File: src/rtl/output_display_pkg.sv
// Shared definitions for the output display path: widths, segment encoding and FSM states.
package output_display_pkg;

    localparam int DATA_W  = 18;
    localparam int NUM_DIG = 6;

    localparam logic [6:0] SEG_BLANK = 7'h7F;

    // Active-low gfedcba patterns, index = decimal digit (entry 9 is leftmost).
    localparam logic [9:0][6:0] SEG_TABLE = {
        7'h10, 7'h00, 7'h78, 7'h02, 7'h12,
        7'h19, 7'h30, 7'h24, 7'h79, 7'h40
    };

    typedef enum logic [1:0] {
        IDLE,
        CONVERT,
        UPDATE
    } state_t;

endpackage

File: src/rtl/output_display_bcd_to_7seg.sv
// Combinational BCD nibble to active-low 7-segment pattern; non-decimal nibbles go dark.
module bcd_to_7seg
    import output_display_pkg::*;
(
    input  logic [3:0] digit_i,
    output logic [6:0] seg_o
);

    always_comb begin
        seg_o = SEG_BLANK;
        if (digit_i <= 4'd9) begin
            seg_o = SEG_TABLE[digit_i];
        end
    end

endmodule

File: src/rtl/output_display.sv
// Latches a register value, converts it to decimal with a sequential double-dabble and
// drives LEDs plus six 7-segment displays; haltOut stalls the processor for DATA_W+1 cycles.
module output_display #(
    parameter int DATA_W      = output_display_pkg::DATA_W,
    parameter int NUM_DIG     = output_display_pkg::NUM_DIG,
    parameter int BLANK_ZEROS = 1
) (
    input  logic                   clock,
    input  logic                   reset,
    input  logic                   escreveOutput,
    input  logic [DATA_W-1:0]      dado,
    output logic                   haltOut,
    output logic [DATA_W-1:0]      leds,
    output logic [7*NUM_DIG-1:0]   hex
);
    import output_display_pkg::*;

    localparam int BCD_W = 4 * NUM_DIG;
    localparam int CNT_W = $clog2(DATA_W);

    state_t               state_q;
    logic [DATA_W-1:0]    bin_q;
    logic [DATA_W-1:0]    val_q;
    logic [DATA_W-1:0]    leds_q;
    logic [BCD_W-1:0]     bcd_q;
    logic [BCD_W-1:0]     bcd_adj;
    logic [CNT_W-1:0]     cnt_q;
    logic [7*NUM_DIG-1:0] hex_q;
    logic [7*NUM_DIG-1:0] hex_d;
    logic                 halt_q;
    logic                 lead_zero;
    logic [6:0]           seg_w [NUM_DIG];

    // Per-nibble add-3 correction; nibbles never carry into each other.
    always_comb begin
        bcd_adj = bcd_q;
        for (int i = 0; i < NUM_DIG; i++) begin
            if (bcd_q[4*i +: 4] >= 4'd5) begin
                bcd_adj[4*i +: 4] = bcd_q[4*i +: 4] + 4'd3;
            end
        end
    end

    for (genvar g = 0; g < NUM_DIG; g++) begin : g_seg
        bcd_to_7seg u_seg (
            .digit_i (bcd_q[4*g +: 4]),
            .seg_o   (seg_w[g])
        );
    end

    // Walk from the most significant digit down; stay blank while everything above is zero.
    always_comb begin
        lead_zero = 1'b1;
        hex_d     = '0;
        for (int i = NUM_DIG - 1; i >= 0; i--) begin
            lead_zero = lead_zero && (bcd_q[4*i +: 4] == 4'd0);
            if (i != 0 && BLANK_ZEROS != 0 && lead_zero) begin
                hex_d[7*i +: 7] = SEG_BLANK;
            end else begin
                hex_d[7*i +: 7] = seg_w[i];
            end
        end
    end

    always_ff @(posedge clock) begin
        if (reset) begin
            state_q <= IDLE;
            bin_q   <= '0;
            val_q   <= '0;
            bcd_q   <= '0;
            cnt_q   <= '0;
            leds_q  <= '0;
            hex_q   <= {NUM_DIG{SEG_BLANK}};
            halt_q  <= 1'b0;
        end else begin
            case (state_q)
                IDLE: begin
                    if (escreveOutput) begin
                        bin_q   <= dado;
                        val_q   <= dado;
                        bcd_q   <= '0;
                        cnt_q   <= '0;
                        halt_q  <= 1'b1;
                        state_q <= CONVERT;
                    end
                end
                CONVERT: begin
                    {bcd_q, bin_q} <= {bcd_adj[BCD_W-2:0], bin_q, 1'b0};
                    cnt_q          <= cnt_q + CNT_W'(1);
                    if (cnt_q == CNT_W'(DATA_W - 1)) begin
                        state_q <= UPDATE;
                    end
                end
                UPDATE: begin
                    hex_q   <= hex_d;
                    leds_q  <= val_q;
                    halt_q  <= 1'b0;
                    state_q <= IDLE;
                end
                default: begin
                    state_q <= IDLE;
                end
            endcase
        end
    end

    assign haltOut = halt_q;
    assign leds    = leds_q;
    assign hex     = hex_q;

endmodule

File: config.mk
export PLATFORM = sky130hd
export DESIGN_NAME = output_display
export DESIGN_NICKNAME = d
export VERILOG_FILES = /design/src/rtl/output_display_pkg.sv /design/src/rtl/output_display_bcd_to_7seg.sv /design/src/rtl/output_display.sv
export SDC_FILE = /design/constraint.sdc
export NUM_CORES = 1
export LEC_CHECK = 0
export CORE_MARGIN = 2
export CORE_UTILIZATION = 52
export CTS_BUF_LIST = sky130_fd_sc_hd__clkbuf_16
export DETAILED_ROUTE_END_ITERATION = 16
export GPL_TIMING_DRIVEN = 0
export HOLD_SLACK_MARGIN = 0.1
export PLACE_DENSITY_LB_ADDON = 0.3
export SYNTH_ARGS = -nofsm -noshare
export SYNTH_HDL_FRONTEND = slang
export SYNTH_SLANG_ARGS = --single-unit
File: constraint.sdc
create_clock -name clock -period 3.1 [get_ports clock]
set_clock_uncertainty 0.05 [all_clocks]
set_input_delay 0.62 -clock clock [delete_from_list [all_inputs] [get_ports clock]]
set_output_delay 0.62 -clock clock [all_outputs]
set_load 0.1 [all_outputs]
---- After elaboration in Yosys (flattened, before gate mapping) ----
Memories as Yosys holds them, arrays and structs flattened. A register that Yosys moved wholly into a read port is not among the register bits.
Cells that the tools add are included.
word-level totals
  bits of input ports ..................... 21
  ROM bits ................................ 672
  word-level logic and storage cells ...... 106
  flip-flop bits (word level) ............. 128
  output and inout bits ................... 61
  memories kept ........................... 6
memories
  memory            depth  width  rd ports  clocked after Yosys merged registers in  write ports  line                              source
  (name not given)  16     7      1         1                                        0            output_display_bcd_to_7seg.sv:12  seg_o = SEG_TABLE[digit_i];
  (name not given)  16     7      1         1                                        0            output_display_bcd_to_7seg.sv:12
  (name not given)  16     7      1         1                                        0            output_display_bcd_to_7seg.sv:12
  (name not given)  16     7      1         1                                        0            output_display_bcd_to_7seg.sv:12
  (name not given)  16     7      1         1                                        0            output_display_bcd_to_7seg.sv:12
  (name not given)  16     7      1         1                                        0            output_display_bcd_to_7seg.sv:12
operators by class
  magnitude comparators ................... 18
  $add $sub $neg .......................... 7
  reduce and logical (&&, ||, !) cells .... 16
  multiplexer cells ....................... 46
  equal/unequal tests ..................... 5
operators with widths
  cell                   count
  $mux W7                17
  $mux W4                17
  $pmux W24 S2           1
  $pmux W18 S2           1
  $lt A4 B5 Y1 const B   6
  $ge A4 B3 Y1 const B   6
  $le A4 B4 Y1 const B   6
  $mux W24               1
  $add A4 B2 Y4 const B  5
  $logic_not A4 Y1       5
  $mux W18               1
  $pmux W5 S2            1
  $reduce_and A2 Y1      4
  $add A5 B1 Y5 const B  1
  $eq A5 B5 Y1 const B   1
  $mux W5                1
  $logic_and A1 B1 Y1    4
  $mux W2                2
  $ne A2 B2 Y1 const B   2
  $pmux W2 S2            1
  $reduce_bool A2 Y1     2
  $add A3 B2 Y3 const B  1
  $mux W3                1
  $eq A2 B1 Y1 const B   1
  other kinds (4)        4

---- Logic depth before layout (Yosys ltp) ----
Gate-level depths: netlist of the first run.
  depth after elaboration ................. 6
  gate-level depth with buffers ........... 11
  gate-level depth less buffers ........... 11

---- Cells and area by module ----
Synthesis of the first run repeated with hierarchy kept, for this count alone.
second synthesis, totals
  cells, all modules ...................... 669
  area, all modules ....................... 6124.6 µm²
modules (own cells, without submodules)
  module          area each (µm²)  seq. area each (µm²)  cells an instance  times used
  output_display  4885.9           2562.5                489                1
  bcd_to_7seg     206.4            0.0                   30                 6

---- Worst setup path after synthesis of the first run ----
OpenSTA, ideal clock, no wires.
  path type ............................... in2reg
  start point ............................. input port reset
  end point ............................... register (tool-made name)
  data arrival time ....................... 2218 ps
  required time ........................... 2924 ps
  slack ................................... 705 ps
  setup time .............................. 126 ps
  stages .................................. 10
  path buffers ............................ 2
  path through ............................ or3b_1 buf_6 buf_2 nor2_1 a211oi_1 inv_1 ha_1 inv_1 mux2i_1 nor2b_1
RTL lines
  what                line                 source
  start: declaration  output_display.sv:9  input logic reset,

==> results of run 1 <==
layer usage:
layer | track usage, % | vias up | routed length [um] | share of wire [%]
met4 | 9.84 | 0 | 340 | 2.2
met5 | 0 | - | 0 | 0
met1 | 26.1 | 2682 | 6990 | 44
met3 | 4.35 | 30 | 728 | 4.6
met2 | 36.8 | 166 | 7660 | 49
li1 | - | 2874 | - | -
final timing paths:
check,startpoint,to,slack (ns),cells past startpoint
min reg2reg,flop,hex[1],0.38,1
max,reset,flop,0.20,10
min,flop,hex[1],0.38,1
max reg2reg,bcd_q[8],flop,0.41,10
stage by stage:
step,power (W),cell area (um2),std cells,util (%),setup slack [ns]
final,0.00477,8930,1060,64.9,0.203
after global routing,0.00491,8930,1060,64.9,0.0447
after CTS,0.00481,8920,1060,64.8,0.0808
after global placement,0.00254,8290,1028,60.2,-0.257
after detailed placement,0.00255,8290,1028,60.2,-0.366
after floorplan,0.00246,7250,767,-,0.705
critical path, delay by kind of cell:
kind | cells | cell delay [ns]
multiplexers | 1 | 0.08
AO/OA/AOI/OAI | 2 | 0.82
adder cells (fa/ha/maj) | 1 | 0.25
buffers and inverters | 4 | 1.04
AND/OR/NAND/NOR | 2 | 0.34
where the power goes:
| part | internal (W) | total (W) | switching (W) |
|---|---|---|---|
| clock | 0.00137 | 0.00226 | 0.000898 |
| combinational | 0.0000956 | 0.000254 | 0.000158 |
| sequential | 0.00223 | 0.00225 | 0.0000239 |
Yosys cell counts, drive strengths merged (10+ instances only):
master   number
nand2        61
ha           48
a21oi        33
a2bb2oi      15
a211oi       10
nand2b       12
dfxtp       170
o22a         42
o21ai        15
a22o         20
clkbuf       25
inv          48
nor3         21
buf          23
nor2        108
mux2i        24
cell families (layout without fill, tap and decap cells):
family / count (synthesis) / in the layout / synth area share, %
mux: 26 / 26 / 3.62
simple gates: 240 / 240 / 14.8
compound gates: 185 / 185 / 20.8
xor+xnor: 2 / 2 / 0.242
fa+ha+maj: 48 / 48 / 8.28
buf+inv: 96 / 209 / 5.37
flops: 170 / 170 / 46.9
final cells by class:
type	count	area, um2
buffer	48	209
clock buffer	17	425
clock inverter	15	211
fill	1079	4840
inverter	48	180
multi-input combinational	501	3470
sequential	170	3400
tap	180	225
timing repair buffer	81	811
==> flow_summary.yaml, run 1 <==
clocking:
  clk_pin_slew_ns: 0.06
  cts_resized: 0
  cts_buffer_depth: 2
  cts_tree: "built"
  cts_sinks: 170
  cts.root.buffer_cell: "clkbuf_16"
  clk_latency_ns: 0.43
  post-cts-setup-buffers: 0
  cts_hold_buf: 0
  cts-buffers-inserted: 17
  cts_htree_levels: 4
yosys:
  synth.top_cell.area_share_pct: 46.9
  avgSynthCellArea_um2: 9.45
  synth.top_cells.by_area: "dfxtp_1 (47%), ha_1 (8.3%), nor2_1 (5.6%)"
  synth_edf_count: 0
  syn_nets: 836
  synth.ff_latch_count: 170
  ys_warn_count: 0
  yosysTopAreaCell: "dfxtp_1"
  ys.flop_type: "dfxtp_1"
  syn_area_mm2: 0.00725
  yosysUniqueCellTypes: 56
  synth_async_sr_flop_share_pct: 0
  syn-instance-count: 767
  seq_area_frac_synth_pct: 46.9
timing:
  hold_violations: 0
  finalCritPeriodShare_pct: 93.4
  slew_headroom_pct: 34.4
  fmax_mhz: 345
  worst_pin_slew_ns: 0.981
  fin_crit_ns: 2.90
  rsz0062_at_grt: "false"
  slew_viol_final: 0
  whs_ns: 0.384
  finalSetupViolations: 0
  tns_ns: 0
hold_path:
  hp-class: "reg -> reg"
final_layout:
  nets: 936
  layout_common_cells: "dfxtp_1 (170), nor2_1 (108), clkdlybuf4s50_1 (81)"
  final_common_cell: "dfxtp_1"
  area_growth_pct: 23.2
  antenna_cells: 0
  layout-drive-gt1-share_pct: 7.27
setup_path:
  path_class: "in -> reg"
  path_common_cell: "inv_1"
  critPathRequiredTime_ns: 3.35
  slowest_delay_ns: 0.76
  cp.arrival_ns: 3.15
  end_kind: "flop"
  cpMaxStageDelayCell: "a211oi_1"
  path_cells: "clkdlybuf4s50_1 -> or3b_1 -> buf_6 -> a2111oi_2 -> a211oi_1 -> inv_1 -> ha_1 -> inv_1 -> mux2i_1 -> nor2b_1"
  worstPathMaxFanout: 10
  start_kind: "input pin"
pwr:
  p_per_area_mw_per_mm2: 534
  power_leakage_nw: 3.74
  peakVddDrop_mv: 0.380
detailed_routing:
  wl_um: 15700
  vias_per_cell: 5.43
  route.detailed.drc: 0
  drtIter0Drc: 405
  postRouteAntennaNets: 0
  num_vias: 5752
  drt-pass1-iter-count: 5
  wl_per_cell_um: 14.8
grt:
  grt_max_degree: 17
  grt_pass1_wl_um: 25500
  overflow: 0
  antenna_found_initial: 0
  grt_pass1_vias: 5564
  grt_use_total_pct: 21.5
floorplanning:
  die_w_um: 122
  die_height_um: 122
  io_pins: 82
  start_util_pct: 52.6
  die_area_mm2: 0.0149
  core_mm2: 0.0138
  std_cell_rows: 43
placement:
  port_buffers: 81
  dp_hpwl_um: 11100
  routabilityCongestion: 0.838
status:
  status: "complete, no violations"
run:
  cap_viol_max_count: 0
(Power assumes the default switching activity.)
==> run 2, diff against run 1 <==
--- a/config.mk
+++ b/config.mk
@@ -5,6 +5,7 @@
 export SDC_FILE = /design/constraint.sdc
 export NUM_CORES = 1
 export LEC_CHECK = 0
+export ABC_AREA = 0
 export CORE_MARGIN = 2
 export CORE_UTILIZATION = 52
 export CTS_BUF_LIST = sky130_fd_sc_hd__clkbuf_16
==> results of run 2 <==
Final layout, timing and power as in run 1 (identical DEF).
==> run 3, diff against run 2 <==
--- a/config.mk
+++ b/config.mk
@@ -8,7 +8,6 @@
 export ABC_AREA = 0
 export CORE_MARGIN = 2
 export CORE_UTILIZATION = 52
-export CTS_BUF_LIST = sky130_fd_sc_hd__clkbuf_16
 export DETAILED_ROUTE_END_ITERATION = 16
 export GPL_TIMING_DRIVEN = 0
 export HOLD_SLACK_MARGIN = 0.1
==> constraint.sdc (replaced) <==
create_clock -name clock -period 3.3 [get_ports clock]
set_clock_uncertainty 0.05 [all_clocks]
set_input_delay 0.66 -clock clock [delete_from_list [all_inputs] [get_ports clock]]
set_output_delay 0.66 -clock clock [all_outputs]
set_load 0.1 [all_outputs]
==> run 3 against run 2 <==
- cell count did not move
- sequential share of layout area barely moved
- power fell by 5.5%
- critical path type unchanged
- highest routed layer unchanged
==> flow_summary.yaml, run 3 (synthesis results as in run 1) <==
setup_path:
  cp.arrival_ns: 3.37
  cpMaxStageDelayCell: "a211oi_1"
  crit_cells: 9
  worstRegToRegCells: 8
  r2r_setup_slack_ns: 0.62
  path_class: "in -> reg"
  worstPathMaxFanout: 10
  start_kind: "input pin"
  cp_top_family: "buffers and inverters"
  path_cells: "clkdlybuf4s50_1 -> o21ba_2 -> clkbuf_1 -> nor3_1 -> a211oi_1 -> inv_1 -> ha_1 -> mux2i_1 -> nor2_1"
  cp_num_buf_inv: 3
  worstReg2RegStart: "state_q[1]"
  critPathRequiredTime_ns: 3.56
  end_kind: "flop"
  slowest_delay_ns: 0.69
timing:
  rsz0062_at_grt: "false"
  worst_pin_slew_ns: 0.981
  slew_viol_final: 0
  fin_crit_ns: 3.11
  slew_headroom_pct: 34.4
  hold_violations: 0
  finalSetupViolations: 0
  finalCritPeriodShare_pct: 94.1
  whs_ns: 0.384
  fmax_mhz: 322
placement:
  routabilityCongestion: 0.838
  dp_hpwl_um: 11100
  port_buffers: 81
final_layout:
  final_common_cell: "dfxtp_1"
  antenna_cells: 0
  post-route-util_pct: 64.9
  layout_common_cells: "dfxtp_1 (170), nor2_1 (108), clkdlybuf4s50_1 (81)"
  nets: 936
  layout-drive-gt1-share_pct: 7.27
  area_growth_pct: 23.3
clocking:
  cts_buffer_depth: 2
  clk_pin_slew_ns: 0.06
  cts_htree_levels: 4
  cts_resized: 0
  cts_tree: "built"
  post-cts-setup-buffers: 0
  cts-buffers-inserted: 17
  clk_latency_ns: 0.43
  cts_sinks: 170
  cts.root.buffer_cell: "clkbuf_16"
  cts_hold_buf: 0
floorplanning:
  die_height_um: 122
  die_area_mm2: 0.0149
  die_w_um: 122
  core_mm2: 0.0138
  io_pins: 82
  start_util_pct: 52.6
  std_cell_rows: 43
detailed_routing:
  route.detailed.drc: 0
  wl_per_cell_um: 14.8
  num_vias: 5737
  postRouteAntennaNets: 0
  vias_per_cell: 5.41
  wl_um: 15700
  drtIter0Drc: 354
  drt-pass1-iter-count: 6
grt:
  use_met3_pct: 4.35
  grt_pass1_vias: 5558
  grt_use_total_pct: 21.5
  antenna_found_initial: 0
  met2_usage_pct: 36.8
  gr-max-usage-layer: "met2"
  met1_usage_pct: 26.0
  grt_max_degree: 17
  grt_pass1_wl_um: 25500
  overflow: 0
hold_path:
  whs_path_depth: 1
  hp-class: "reg -> reg"
  holdPathEnd: "hex[1]"
pwr:
  peakVddDrop_mv: 0.358
  power_leakage_nw: 3.75
  p_per_area_mw_per_mm2: 504
run:
  cap_viol_max_count: 0
status:
  status: "complete, no violations"
## run 3: worst max-delay path by stage
stage | from | end
floorplan | reset | flop
global placement | reset | flop
detailed placement | escreveOutput | flop
CTS | escreveOutput | flop
global route | escreveOutput | flop
finish | escreveOutput | flop
## run 3: routing by layer
metal | part of all wire (%) | routed length (um)
met1 | 45 | 7060
met5 | 0 | 0
met3 | 4.4 | 691
met4 | 2.1 | 332
met2 | 49 | 7640
## run 3: final cells by class
cell class	count	area [um2]
Clock inverter	14	208
Buffer	48	209
Tap cell	180	225
Clock buffer	18	439
Multi-Input combinational cell	501	3460
Fill cell	1077	4840
Timing Repair Buffer	81	811
Sequential cell	170	3400
Inverter	48	180
## run 3: worst register-to-register path, cell delays in order (launching register included)
cell and delay (ns):
dfxtp_1 0.33, o21ba_2 0.30, clkbuf_1 0.49, nor3_1 0.10, a211oi_1 0.69, inv_1 0.16, ha_1 0.25, mux2i_1 0.13
nor2_1 0.06
## run 3: report_power, final
part	total [W]	switching, W	internal (W)
Sequential	0.00211	0.0000223	0.00209
Combinational	0.000238	0.000148	0.0000898
Clock	0.00215	0.000845	0.00131
## run 3: through the flow
stage | total power [W] | instances | cell area (um2) | TNS, ns | setup slack, ns
2_1_floorplan | 0.00231 | 767 | 7250 | 0 | 0.865
3_3_place_gp | 0.00238 | 1028 | 8290 | -0.317 | -0.0966
3_5_place_dp | 0.00239 | 1028 | 8290 | -1.34 | -0.206
4_1_cts | 0.00454 | 1060 | 8930 | 0 | 0.241
5_1_grt | 0.00464 | 1060 | 8940 | 0 | 0.0243
6_report | 0.00450 | 1060 | 8940 | 0 | 0.195
